--- src/rtl/div_seq_ctrl.sv ---
// div_seq_ctrl: schedule sequencer for a clock divider.
//
// Holds an NSTAGE-entry table of {rate select, duration}. On start it walks the
// table from entry 0, driving each entry's rate select to the divider and holding
// it for 'dur' rising edges of the returned divided clock. A stage with dur=0
// lasts exactly one clk cycle with the divider disabled. After the last entry it
// either wraps to entry 0 (loop=1) or returns to idle with a one-cycle done pulse.
//
// Ports:
//   clk      in   system clock, all logic on posedge
//   rst      in   synchronous active-high reset
//   start    in   level request to run the schedule (ignored while running)
//   stop     in   level abort request (wins over start)
//   loop     in   1 = wrap after last stage, 0 = finish after last stage
//   wr_en    in   table write strobe (accepted only while idle)
//   wr_addr  in   table entry index
//   wr_sel   in   rate code to store
//   wr_dur   in   stage length in div_clk rising edges
//   div_clk  in   divided clock, already registered in the clk domain
//   sel      out  rate select to the divider
//   en       out  divider enable
//   stage    out  current table index
//   busy     out  high while running
//   done     out  one-cycle pulse on normal completion
//   wr_err   out  one-cycle pulse when a write is rejected
module div_seq_ctrl #(
    parameter int unsigned NSTAGE = 4,
    parameter int unsigned DURW   = 8,
    localparam int unsigned AW    = (NSTAGE > 1) ? $clog2(NSTAGE) : 1
) (
    input  logic            clk,
    input  logic            rst,
    input  logic            start,
    input  logic            stop,
    input  logic            loop,
    input  logic            wr_en,
    input  logic [AW-1:0]   wr_addr,
    input  logic [1:0]      wr_sel,
    input  logic [DURW-1:0] wr_dur,
    input  logic            div_clk,
    output logic [1:0]      sel,
    output logic            en,
    output logic [AW-1:0]   stage,
    output logic            busy,
    output logic            done,
    output logic            wr_err
);

    typedef enum logic {StIdle, StRun} state_e;

    state_e          state_q, state_d;
    logic [AW-1:0]   stage_q, stage_d;
    logic [DURW-1:0] cnt_q, cnt_d;
    logic [1:0]      sel_q, sel_d;
    logic            en_q, en_d;
    logic            done_q, done_d;
    logic            wr_err_q, wr_err_d;
    logic            div_q;

    logic [1:0]      tbl_sel_q [NSTAGE];
    logic [DURW-1:0] tbl_dur_q [NSTAGE];

    logic            div_rise;
    logic            last_stage;
    logic            stage_end;
    logic [AW-1:0]   next_idx;
    logic [DURW-1:0] cnt_inc;
    logic [DURW-1:0] cur_dur;

    assign div_rise   = div_clk & ~div_q;
    assign last_stage = (stage_q == AW'(NSTAGE - 1));
    assign next_idx   = last_stage ? '0 : stage_q + AW'(1);
    assign cnt_inc    = cnt_q + DURW'(1);
    assign cur_dur    = tbl_dur_q[stage_q];

    // Table storage; writes are only accepted while idle.
    always_ff @(posedge clk) begin
        if (rst) begin
            for (int i = 0; i < NSTAGE; i++) begin
                tbl_sel_q[i] <= '0;
                tbl_dur_q[i] <= '0;
            end
        end else if (state_q == StIdle && wr_en) begin
            tbl_sel_q[wr_addr] <= wr_sel;
            tbl_dur_q[wr_addr] <= wr_dur;
        end
    end

    always_ff @(posedge clk) begin
        if (rst) begin
            state_q  <= StIdle;
            stage_q  <= '0;
            cnt_q    <= '0;
            sel_q    <= '0;
            en_q     <= 1'b0;
            done_q   <= 1'b0;
            wr_err_q <= 1'b0;
            div_q    <= 1'b0;
        end else begin
            state_q  <= state_d;
            stage_q  <= stage_d;
            cnt_q    <= cnt_d;
            sel_q    <= sel_d;
            en_q     <= en_d;
            done_q   <= done_d;
            wr_err_q <= wr_err_d;
            div_q    <= div_clk;
        end
    end

    always_comb begin
        state_d   = state_q;
        stage_d   = stage_q;
        cnt_d     = cnt_q;
        sel_d     = sel_q;
        en_d      = en_q;
        done_d    = 1'b0;
        wr_err_d  = 1'b0;
        stage_end = 1'b0;

        unique case (state_q)
            StIdle: begin
                en_d = 1'b0;
                if (start && !stop) begin
                    state_d = StRun;
                    stage_d = '0;
                    cnt_d   = '0;
                    sel_d   = tbl_sel_q[0];
                    en_d    = (tbl_dur_q[0] != '0);
                end
            end
            StRun: begin
                if (wr_en) begin
                    wr_err_d = 1'b1;
                end
                if (stop) begin
                    // Abort: stage and sel hold, any edge this cycle is dropped.
                    state_d = StIdle;
                    en_d    = 1'b0;
                    cnt_d   = '0;
                end else begin
                    if (cur_dur == '0) begin
                        stage_end = 1'b1;
                    end else if (div_rise) begin
                        if (cnt_inc == cur_dur) begin
                            stage_end = 1'b1;
                        end else begin
                            cnt_d = cnt_inc;
                        end
                    end
                    if (stage_end) begin
                        cnt_d = '0;
                        if (last_stage && !loop) begin
                            state_d = StIdle;
                            en_d    = 1'b0;
                            done_d  = 1'b1;
                        end else begin
                            stage_d = next_idx;
                            sel_d   = tbl_sel_q[next_idx];
                            en_d    = (tbl_dur_q[next_idx] != '0);
                        end
                    end
                end
            end
            default: state_d = StIdle;
        endcase
    end

    assign sel    = sel_q;
    assign en     = en_q;
    assign stage  = stage_q;
    assign busy   = (state_q == StRun);
    assign done   = done_q;
    assign wr_err = wr_err_q;

endmodule

--- config.mk ---
export PLATFORM = sky130hd
export DESIGN_NAME = div_seq_ctrl
export DESIGN_NICKNAME = d
export VERILOG_FILES = /design/src/rtl/div_seq_ctrl.sv
export SDC_FILE = /design/constraint.sdc
export NUM_CORES = 1
export LEC_CHECK = 0
export CAP_MARGIN = 10
export CELL_PAD_IN_SITES_DETAIL_PLACEMENT = 0
export CELL_PAD_IN_SITES_GLOBAL_PLACEMENT = 1
export CORE_ASPECT_RATIO = 1.2
export CORE_MARGIN = 3
export CORE_UTILIZATION = 41
export CTS_CLUSTER_SIZE = 8
export DETAILED_ROUTE_END_ITERATION = 6
export GPL_ROUTABILITY_DRIVEN = 0
export PLACE_DENSITY = 0.72
export SYNTH_ARGS = -nofsm -noshare
export SYNTH_HDL_FRONTEND = slang
export SYNTH_SLANG_ARGS = --single-unit
--- constraint.sdc ---
create_clock -name clk -period 3.65 [get_ports clk]
set_input_delay 0.73 -clock clk [delete_from_list [all_inputs] [get_ports clk]]
set_output_delay 0.73 -clock clk [all_outputs]
set_load 0.03 [all_outputs]
[After elaboration in Yosys (flattened, before gate mapping)]
Memories as Yosys holds them, arrays and structs flattened. A register that Yosys moved wholly into a read port is not among the register bits.
Index checks and enable logic that the tools add are counted.
Word-level totals
  flip-flop bits (word level): 17
  bits in writable memories: 40
  output and inout bits: 8
  word-level logic and storage cells: 88
  memories: 2
Memory list
  tbl_dur_q: depth 4, bits a word 8, rd ports 3, clocked after memory_dff 1, wr ports 4, RTL line 61  | logic [DURW-1:0] tbl_dur_q [NSTAGE];
  tbl_sel_q: depth 4, bits a word 2, rd ports 2, clocked after memory_dff 0, wr ports 4, RTL line 60  | logic [1:0] tbl_sel_q [NSTAGE];
Cells by class
  add/subtract/negate cells: 2
  eq/ne operators: 10
  mux-type cells: 48
  bitwise gates (word level): 4
  reductions and logical operators: 14
Operators with widths (number)
  8-bit 2-to-1 mux: 7
  2-bit 2-to-1 mux: 14
  1-bit 2-to-1 mux: 22
  8-bit case mux with 2 select lines: 1
  8-bit nonzero test: 2
  8-bit by 1-bit adder with 8-bit output (second input constant): 1
  8-bit equality test: 1
  8-bit zero test: 1
  4-bit by 3-bit != test with 1-bit output (second input constant): 2
  2-bit case mux with 2 select lines: 2
  4-bit AND reduction: 2
  8-bit OR reduction: 1
  2-bit by 1-bit != test with 1-bit output (second input constant): 2
  2-bit != test (second input constant): 2
  4-bit by 2-bit != test with 1-bit output (second input constant): 1
  1-bit case mux with 2 select lines: 2
  2-bit OR reduction: 2
  4-bit OR reduction: 1
  1-bit logical AND: 3
  3-bit by 2-bit != test with 1-bit output (second input constant): 1
  1-bit inverter: 3
  2-bit by 1-bit adder with 2-bit output (second input constant): 1
  2-bit equality test (second input constant): 1
  1-bit zero test: 2
  1-bit AND: 1

[Longest topological paths before layout]
Gate-level depths: netlist of the first run.
  depth after elaboration: 12
  depth in mapped cells: 9

[Worst setup path before layout of the first run]
OpenSTA, ideal clock, no wires.
  kind: flip-flop to flip-flop
  start point: reg with a tool-made name
  end point: reg cnt_q[5]
  data arrival time: 2498 ps
  setup slack: 1094 ps
  stages on the path, launching flop included: 9
  path buffers: 1
  clock period less this slack: 2556 ps
  path through: dfxtp_1 buf_6 mux4_2 or4_1 nor2_4 o22ai_2 a2111o_1 nor4_2 a31o_1
RTL lines
  end signal: assignment: RTL line 102  | cnt_q <= cnt_d;
  end: declaration: RTL line 53  | logic [DURW-1:0] cnt_q, cnt_d;

==> results of run 1 <==
[through the flow]
stage               setup WS (ps)  cell area (um2)
floorplan                    1090             2960
global placement              689             3310
detailed placement            652             3310
CTS                           639             3520
global route                  457             3520
finish                        663             3520
[critical path: stages, from the launching register on]
cell                       delay [ps]
sky130_fd_sc_hd__dfxtp_1          630
sky130_fd_sc_hd__mux4_2           640
sky130_fd_sc_hd__or4_1            540
sky130_fd_sc_hd__nor2_4           150
sky130_fd_sc_hd__o22ai_2          140
sky130_fd_sc_hd__a2111o_1         500
sky130_fd_sc_hd__nor4_2           180
sky130_fd_sc_hd__a31o_1           140
[cells in the mapped netlist, types with 3 or more instances]
cell type	number	share of area, %
sky130_fd_sc_hd__mux4_2	8	6.1
sky130_fd_sc_hd__nor3b_1	3	0.76
sky130_fd_sc_hd__and2_1	32	6.8
sky130_fd_sc_hd__nor2_1	12	1.5
sky130_fd_sc_hd__xnor2_1	5	1.5
sky130_fd_sc_hd__o21ai_1	6	1.0
sky130_fd_sc_hd__o21ai_0	4	0.68
sky130_fd_sc_hd__nand3_1	5	0.85
sky130_fd_sc_hd__nor4_1	10	2.1
sky130_fd_sc_hd__clkbuf_1	10	1.3
sky130_fd_sc_hd__o32ai_1	3	0.89
sky130_fd_sc_hd__a21oi_1	6	1.0
sky130_fd_sc_hd__nand2_1	19	2.4
sky130_fd_sc_hd__or2_2	3	0.63
sky130_fd_sc_hd__and3_1	15	3.2
sky130_fd_sc_hd__xnor3_1	4	3.0
sky130_fd_sc_hd__nand2b_1	5	1.1
sky130_fd_sc_hd__edfxtp_1	40	41
sky130_fd_sc_hd__dfxtp_1	19	13
sky130_fd_sc_hd__inv_1	7	0.89
[state kept, by name, indices dropped and copies added, names as in the netlist, named ones only]
register	flops
stage	2
tbl_sel_q	8
tbl_dur_q	32
done	1
en	1
div_q	1
cnt_q	8
sel	2
wr_err	1
busy	1
[where the power goes]
| part | internal [uW] | switching [uW] | total, uW |
|---|---|---|---|
| combinational | 64.1 | 67.7 | 132 |
| sequential | 745 | 18.6 | 764 |
| clock | 379 | 258 | 636 |
[metal layers]
layer | vias to the layer above | wire length, um | share of wire, %
met3 | 6 | 213 | 3.4
met4 | 0 | 89 | 1.4
met5 | - | 0 | 0
li1 | 997 | - | -
met1 | 964 | 2750 | 44
met2 | 42 | 3160 | 51
[path summary, 6_finish.rpt]
path	startpoint	endpoint	slack [ps]	depth (start not counted)
worst max-delay path	flop	cnt_q[5]$_SDFFE_PP0P_	660	7
worst max register to register	flop	cnt_q[5]$_SDFFE_PP0P_	660	7
worst min-delay path	cnt_q[1]$_SDFFE_PP0P_	cnt_q[1]$_SDFFE_PP0P_	470	2
worst min register to register	cnt_q[1]$_SDFFE_PP0P_	cnt_q[1]$_SDFFE_PP0P_	470	2
[cells in the final DEF (no fill, tap or decap), types with 3 or more instances in the layout]
| master | netlist | routed |
|---|---|---|
| sky130_fd_sc_hd__nor3b_1 | 3 | 3 |
| sky130_fd_sc_hd__nand2b_1 | 5 | 5 |
| sky130_fd_sc_hd__o21ai_1 | 6 | 6 |
| sky130_fd_sc_hd__clkbuf_8 | 0 | 9 |
| sky130_fd_sc_hd__edfxtp_1 | 40 | 40 |
| sky130_fd_sc_hd__nand2_1 | 19 | 19 |
| sky130_fd_sc_hd__o32ai_1 | 3 | 3 |
| sky130_fd_sc_hd__dfxtp_1 | 19 | 19 |
| sky130_fd_sc_hd__mux4_2 | 8 | 8 |
| sky130_fd_sc_hd__clkdlybuf4s50_1 | 0 | 26 |
| sky130_fd_sc_hd__a21oi_1 | 6 | 6 |
| sky130_fd_sc_hd__xnor3_1 | 4 | 4 |
| sky130_fd_sc_hd__and3_1 | 15 | 15 |
| sky130_fd_sc_hd__nor2_1 | 12 | 12 |
| sky130_fd_sc_hd__xnor2_1 | 5 | 5 |
| sky130_fd_sc_hd__and2_1 | 32 | 32 |
| sky130_fd_sc_hd__or2_2 | 3 | 3 |
| sky130_fd_sc_hd__nand3_1 | 5 | 5 |
| sky130_fd_sc_hd__buf_4 | 0 | 4 |
| sky130_fd_sc_hd__inv_1 | 7 | 7 |
| sky130_fd_sc_hd__nor4_1 | 10 | 10 |
| sky130_fd_sc_hd__o21ai_0 | 4 | 4 |
[kinds of logic (layout without fill, tap and decap cells)]
group	count (synthesis)	in the layout	share of synthesized area (%)
mux	13	13	7.91
flops	59	59	53.5
xor+xnor	10	10	4.82
compound gates	33	33	7.91
simple gates	116	116	22.5
fa+ha+maj	2	2	0.846
buf+inv	18	53	2.54
[final cells by class]
class                           instances  area [um2]
Clock buffer                           10         128
Clock inverter                          6        80.1
Fill cell                             633        3420
Inverter                                7        26.3
Multi-Input combinational cell        174        1300
Sequential cell                        59        1580
Tap cell                               87         109
Timing Repair Buffer                   30         290
==> metrics.yaml, run 1 <==
logic_synthesis:
  avgSynthCellArea_um2: 11.8
  number_of_cells_produced_by_synthesis: 251
  synth.lib_cells_used.distinct: 46
  ys_async_sr_fraction_pct: 0
  synthesis.area_um2: 2960
  synth-warning-count: 0
  seq_area_frac_synth_pct: 53.5
  number_of_enable_flip_flop_cells_after_synthesis: 40
  synth-seq-cells: 59
  postSynth.topFlopCell: "sky130_fd_sc_hd__edfxtp_1"
  syn-num-nets: 272
die:
  die_width_um: 83.5
  floorplan.die_area_um2: 8270
  number_of_standard_cell_rows_in_the_floorplan: 33
  pin_count: 27
  placeableCoreArea_um2: 6940
  die_h_um: 99.0
  initial_utilization_pct: 42.6
cells_and_area:
  antenna_cells_inserted: 0
  areaGrowthSynthToFinish_pct: 18.9
  final_core_util_pct: 50.7
  final_layout_net_count: 302
  fin_cells: 373
  share_of_layout_cells_above_drive_strength_1_pct: 12.2
critical_path:
  worst-path-max-fanout: 8
  criticalPathCategory: "flop to flop"
  worst-endpoint-required_ps: 3930
  timing.critical_path.from_type: "flop"
  arrival_ps: 3270
  critical_path.endpoint_type: "flop"
grt:
  initial_antenna_violation_count: 0
  wire_length_of_the_first_global_routing_pass_um: 10300
  top_usage_layer: "met2"
  pin_count_of_the_biggest_net_entering_global_routing: 21
  grt_util_met2_pct: 27.8
  grt.total_usage_pct: 15.9
  met3_usage_pct: 4.26
  grt_pass1_vias: 2017
  globalRoute.totalOverflow: 0
  groute.layer.met1.usage_pct: 19.0
clocking:
  clock_tree.root_cell: "sky130_fd_sc_hd__clkbuf_8"
  clk_pin_slew_worst_paths_ps: 70
  cts-resized-gates: 0
  cts_tree: "built"
  worstSkewPairLatency_ps: 330
  cts_setup_buffers: 0
  tritoncts.num_buffers: 9
  holdBufCountCts: 0
  htreeDepth: 3
  clock_sinks: 59
  max-clock-path-buffers: 2
timing:
  setup_viol: 0
  timing_max_transition_violations_final: 0
  post-route-period-util_pct: 81.8
  final.hold.worst_slack_ps: 473
  rsz_0062_raised_after_global_routing: "false"
  achievable-frequency_mhz: 335
  finClkSkew_ps: 7.02
  report.final.hold_viol_count: 0
  max_slew_margin_pct: 45.7
  transition_at_the_pin_with_the_smallest_max_transition_slack_ps: 812
  layout_min_cycle_time_ps: 2990
  fin_tns_setup_ps: 0
pwr:
  peakVddDrop_uv: 181
  report.power.total_uw: 1530
  power.static_leakage_uw: 0.00132
  powerDensity_nw_per_um2: 436
route:
  firstDrtPassIters: 4
  routedWlPerCell_um: 16.6
  antenna_violating_nets_left: 0
  via_density: 5.39
  drc: 0
  routed_wirelength_um: 6210
  drtIter0Drc: 75
  routed_via_count: 2009
placed_design:
  post-place-cells: 357
  dp_hpwl_um: 4780
  port_buffers: 26
run:
  max_cap_viol_count: 0
outcome:
  outcome: "complete, no violations"
hold_path:
  path_class_of_the_lowest_slack_min_delay_path: "flop to flop"
Note: power is estimated with default switching activity, not from simulation.
==> inputs of run 2 (changes only) <==
==> constraint.sdc (replaced) <==
create_clock -name clk -period 2.87 [get_ports clk]
set_input_delay 0.574 -clock clk [delete_from_list [all_inputs] [get_ports clk]]
set_output_delay 0.574 -clock clk [all_outputs]
set_load 0.03 [all_outputs]
==> metrics.yaml, run 2 (synthesized netlist as in run 1, its figures left out) <==
outcome:
  outcome: "complete, no violations"
hold_path:
  hold_end: "cnt_q[1]$_SDFFE_PP0P_"
  path_class_of_the_lowest_slack_min_delay_path: "flop to flop"
  worst_hold_path.num_cells: 2
  worst_hold_startpoint: "cnt_q[1]$_SDFFE_PP0P_"
timing:
  transition_at_the_pin_with_the_smallest_max_transition_slack_ps: 598
  setup_viol: 0
  report.final.hold_viol_count: 0
  achievable-frequency_mhz: 368
  timing_max_transition_violations_final: 0
  post-route-period-util_pct: 94.6
  finClkSkew_ps: 5.16
  fin_tns_setup_ps: 0
  max_slew_margin_pct: 60.0
  layout_min_cycle_time_ps: 2710
  final.hold.worst_slack_ps: 474
  rsz_0062_raised_after_global_routing: "false"
route:
  drc: 0
  routedWlPerCell_um: 17.3
  wl_met3_um: 264
  drtIter0Drc: 73
  firstDrtPassIters: 4
  dr_wl_met2_um: 3270
  via_density: 5.29
  routed_via_count: 1989
  antenna_violating_nets_left: 0
  met1Wirelength_um: 2900
  top_layer_used: "met4"
  routed_wirelength_um: 6510
clocking:
  clock_sinks: 59
  cts_tree: "built"
  holdBufCountCts: 0
  clk_pin_slew_worst_paths_ps: 70
  tritoncts.num_buffers: 9
  cts-resized-gates: 0
  max-clock-path-buffers: 2
  htreeDepth: 3
  worstSkewPairLatency_ps: 330
  clock_tree.root_cell: "sky130_fd_sc_hd__clkbuf_8"
  cts_setup_buffers: 0
critical_path:
  r2r-end: "cnt_q[5]$_SDFFE_PP0P_"
  reg2regPathDepth: 8
  rrSetupSlack_ps: 160
  criticalPathCategory: "flop to flop"
  worst-path-max-fanout: 8
  timing.critical_path.from_type: "flop"
  crit_path_cell_trace: "buf_12 > mux4_2 > or4_1 > nor2_4 > o22ai_2 > a2111o_1 > nor4_2 > a31o_1"
  max_stage_delay_ps: 570
  arrival_ps: 3000
  critical_path.endpoint_type: "flop"
  worst-endpoint-required_ps: 3150
  critical-path-slowest-cell: "sky130_fd_sc_hd__or4_1"
cells_and_area:
  largest-register: "tbl_dur_q"
  fin_cells: 376
  top_regs: "tbl_dur_q x32, cnt_q x8, tbl_sel_q x8"
  largest_register_ff_count: 32
  share_of_layout_cells_above_drive_strength_1_pct: 13.1
  layout_commonest_cell: "sky130_fd_sc_hd__edfxtp_1"
  most-common-layout-cells: "40 x sky130_fd_sc_hd__edfxtp_1, 32 x sky130_fd_sc_hd__and2_1, 26 x sky130_fd_sc_hd__clkdlybuf4s50_1"
  final_layout_net_count: 305
  fillerInstances: 631
  antenna_cells_inserted: 0
  areaGrowthSynthToFinish_pct: 18.4
pwr:
  power.static_leakage_uw: 0.00131
  peakVddDrop_uv: 278
  power_switching_uw: 447
  clock_network_power_share_pct: 35.9
  powerDensity_nw_per_um2: 508
  p_int_uw: 1330
  comb_power_share_pct: 9.5
  power_frac_seq_pct: 54.6
  switching_share_pct: 25.1
run:
  max_cap_viol_count: 0
die:
  initial_utilization_pct: 42.6
  die_h_um: 99.0
  placeableCoreArea_um2: 6940
  die_width_um: 83.5
  pin_count: 27
  floorplan.die_area_um2: 8270
  number_of_standard_cell_rows_in_the_floorplan: 33
placed_design:
  post-place-cells: 360
  dp_hpwl_um: 4970
  port_buffers: 26
grt:
  grt.total_usage_pct: 16.7
  initial_antenna_violation_count: 0
  grt_pass1_vias: 2025
  globalRoute.totalOverflow: 0
  pin_count_of_the_biggest_net_entering_global_routing: 21
  wire_length_of_the_first_global_routing_pass_um: 10600
[run 2: cell count changes in the layout (fill, tap and decap cells not counted), sizes merged]
cell | previous run | this run
clkinv | 3 | 4
clkinvlp | 1 | 2
buf | 4 | 7
bufinv | 2 | 0
[run 2: power groups by stage]
stage,registers (uW),clock network (uW),logic [uW]
final,972,639,170
after global routing,975,691,185
after CTS,972,654,172
after detailed placement,990,0,172
after global placement,989,0,171
after floorplan,986,0,95.9
[run 2: layer usage]
layer | vias to the layer above | track usage, %
li1 | 997 | -
met1 | 942 | 20.6
met2 | 45 | 28.1
met3 | 5 | 4.52
met5 | - | 0
met4 | 0 | 6.19
[run 2: final cells by class]
type	instances	area, um2	area share [%]
clock inverter	6	32.5	0.929
multi-input combinational	174	1300	37.1
tap	87	109	3.11
clock buffer	10	128	3.64
inverter	7	26.3	0.750
timing repair buffer	33	325	9.29
sequential	59	1580	45.1
[run 2: worst max path at each step]
stage                       endpoint  cells after the start  slack (ps)
2_1_floorplan  cnt_q[5]$_SDFFE_PP0P_                      8         310
3_3_place_gp   cnt_q[5]$_SDFFE_PP0P_                      8         170
3_5_place_dp   cnt_q[5]$_SDFFE_PP0P_                      8         110
4_1_cts        cnt_q[5]$_SDFFE_PP0P_                      8         100
5_1_grt        cnt_q[5]$_SDFFE_PP0P_                      8          40
6_report       cnt_q[5]$_SDFFE_PP0P_                      8         160
[run 2: critical path: cells and delay by family, from the launching register on]
family                 cells  cell delay, ps
DFF                        1             370
buffers and inverters      1             150
and+or+nand+nor            3             900
muxes                      1             550
AOI/OAI and AO/OA          3             690
[run 2: metrics by stage]
stage / cell area (um2) / util (%) / total power [uW] / worst slack (ps)
floorplan: 2960 / - / 1080 / 314
global placement: 3340 / 48.2 / 1160 / 168
detailed placement: 3340 / 48.2 / 1160 / 113
CTS: 3500 / 50.5 / 1800 / 96.0
global route: 3500 / 50.5 / 1850 / 40.3
finish: 3500 / 50.5 / 1780 / 156
==> inputs of run 3 (changes only) <==
--- a/config.mk
+++ b/config.mk
@@ -18,3 +18,4 @@
 export SYNTH_ARGS = -nofsm -noshare
 export SYNTH_HDL_FRONTEND = slang
 export SYNTH_SLANG_ARGS = --single-unit
+export TNS_END_PERCENT = 100
==> results of run 3 <==
Same layout as run 2: the final DEF is identical, and so are final timing and power.
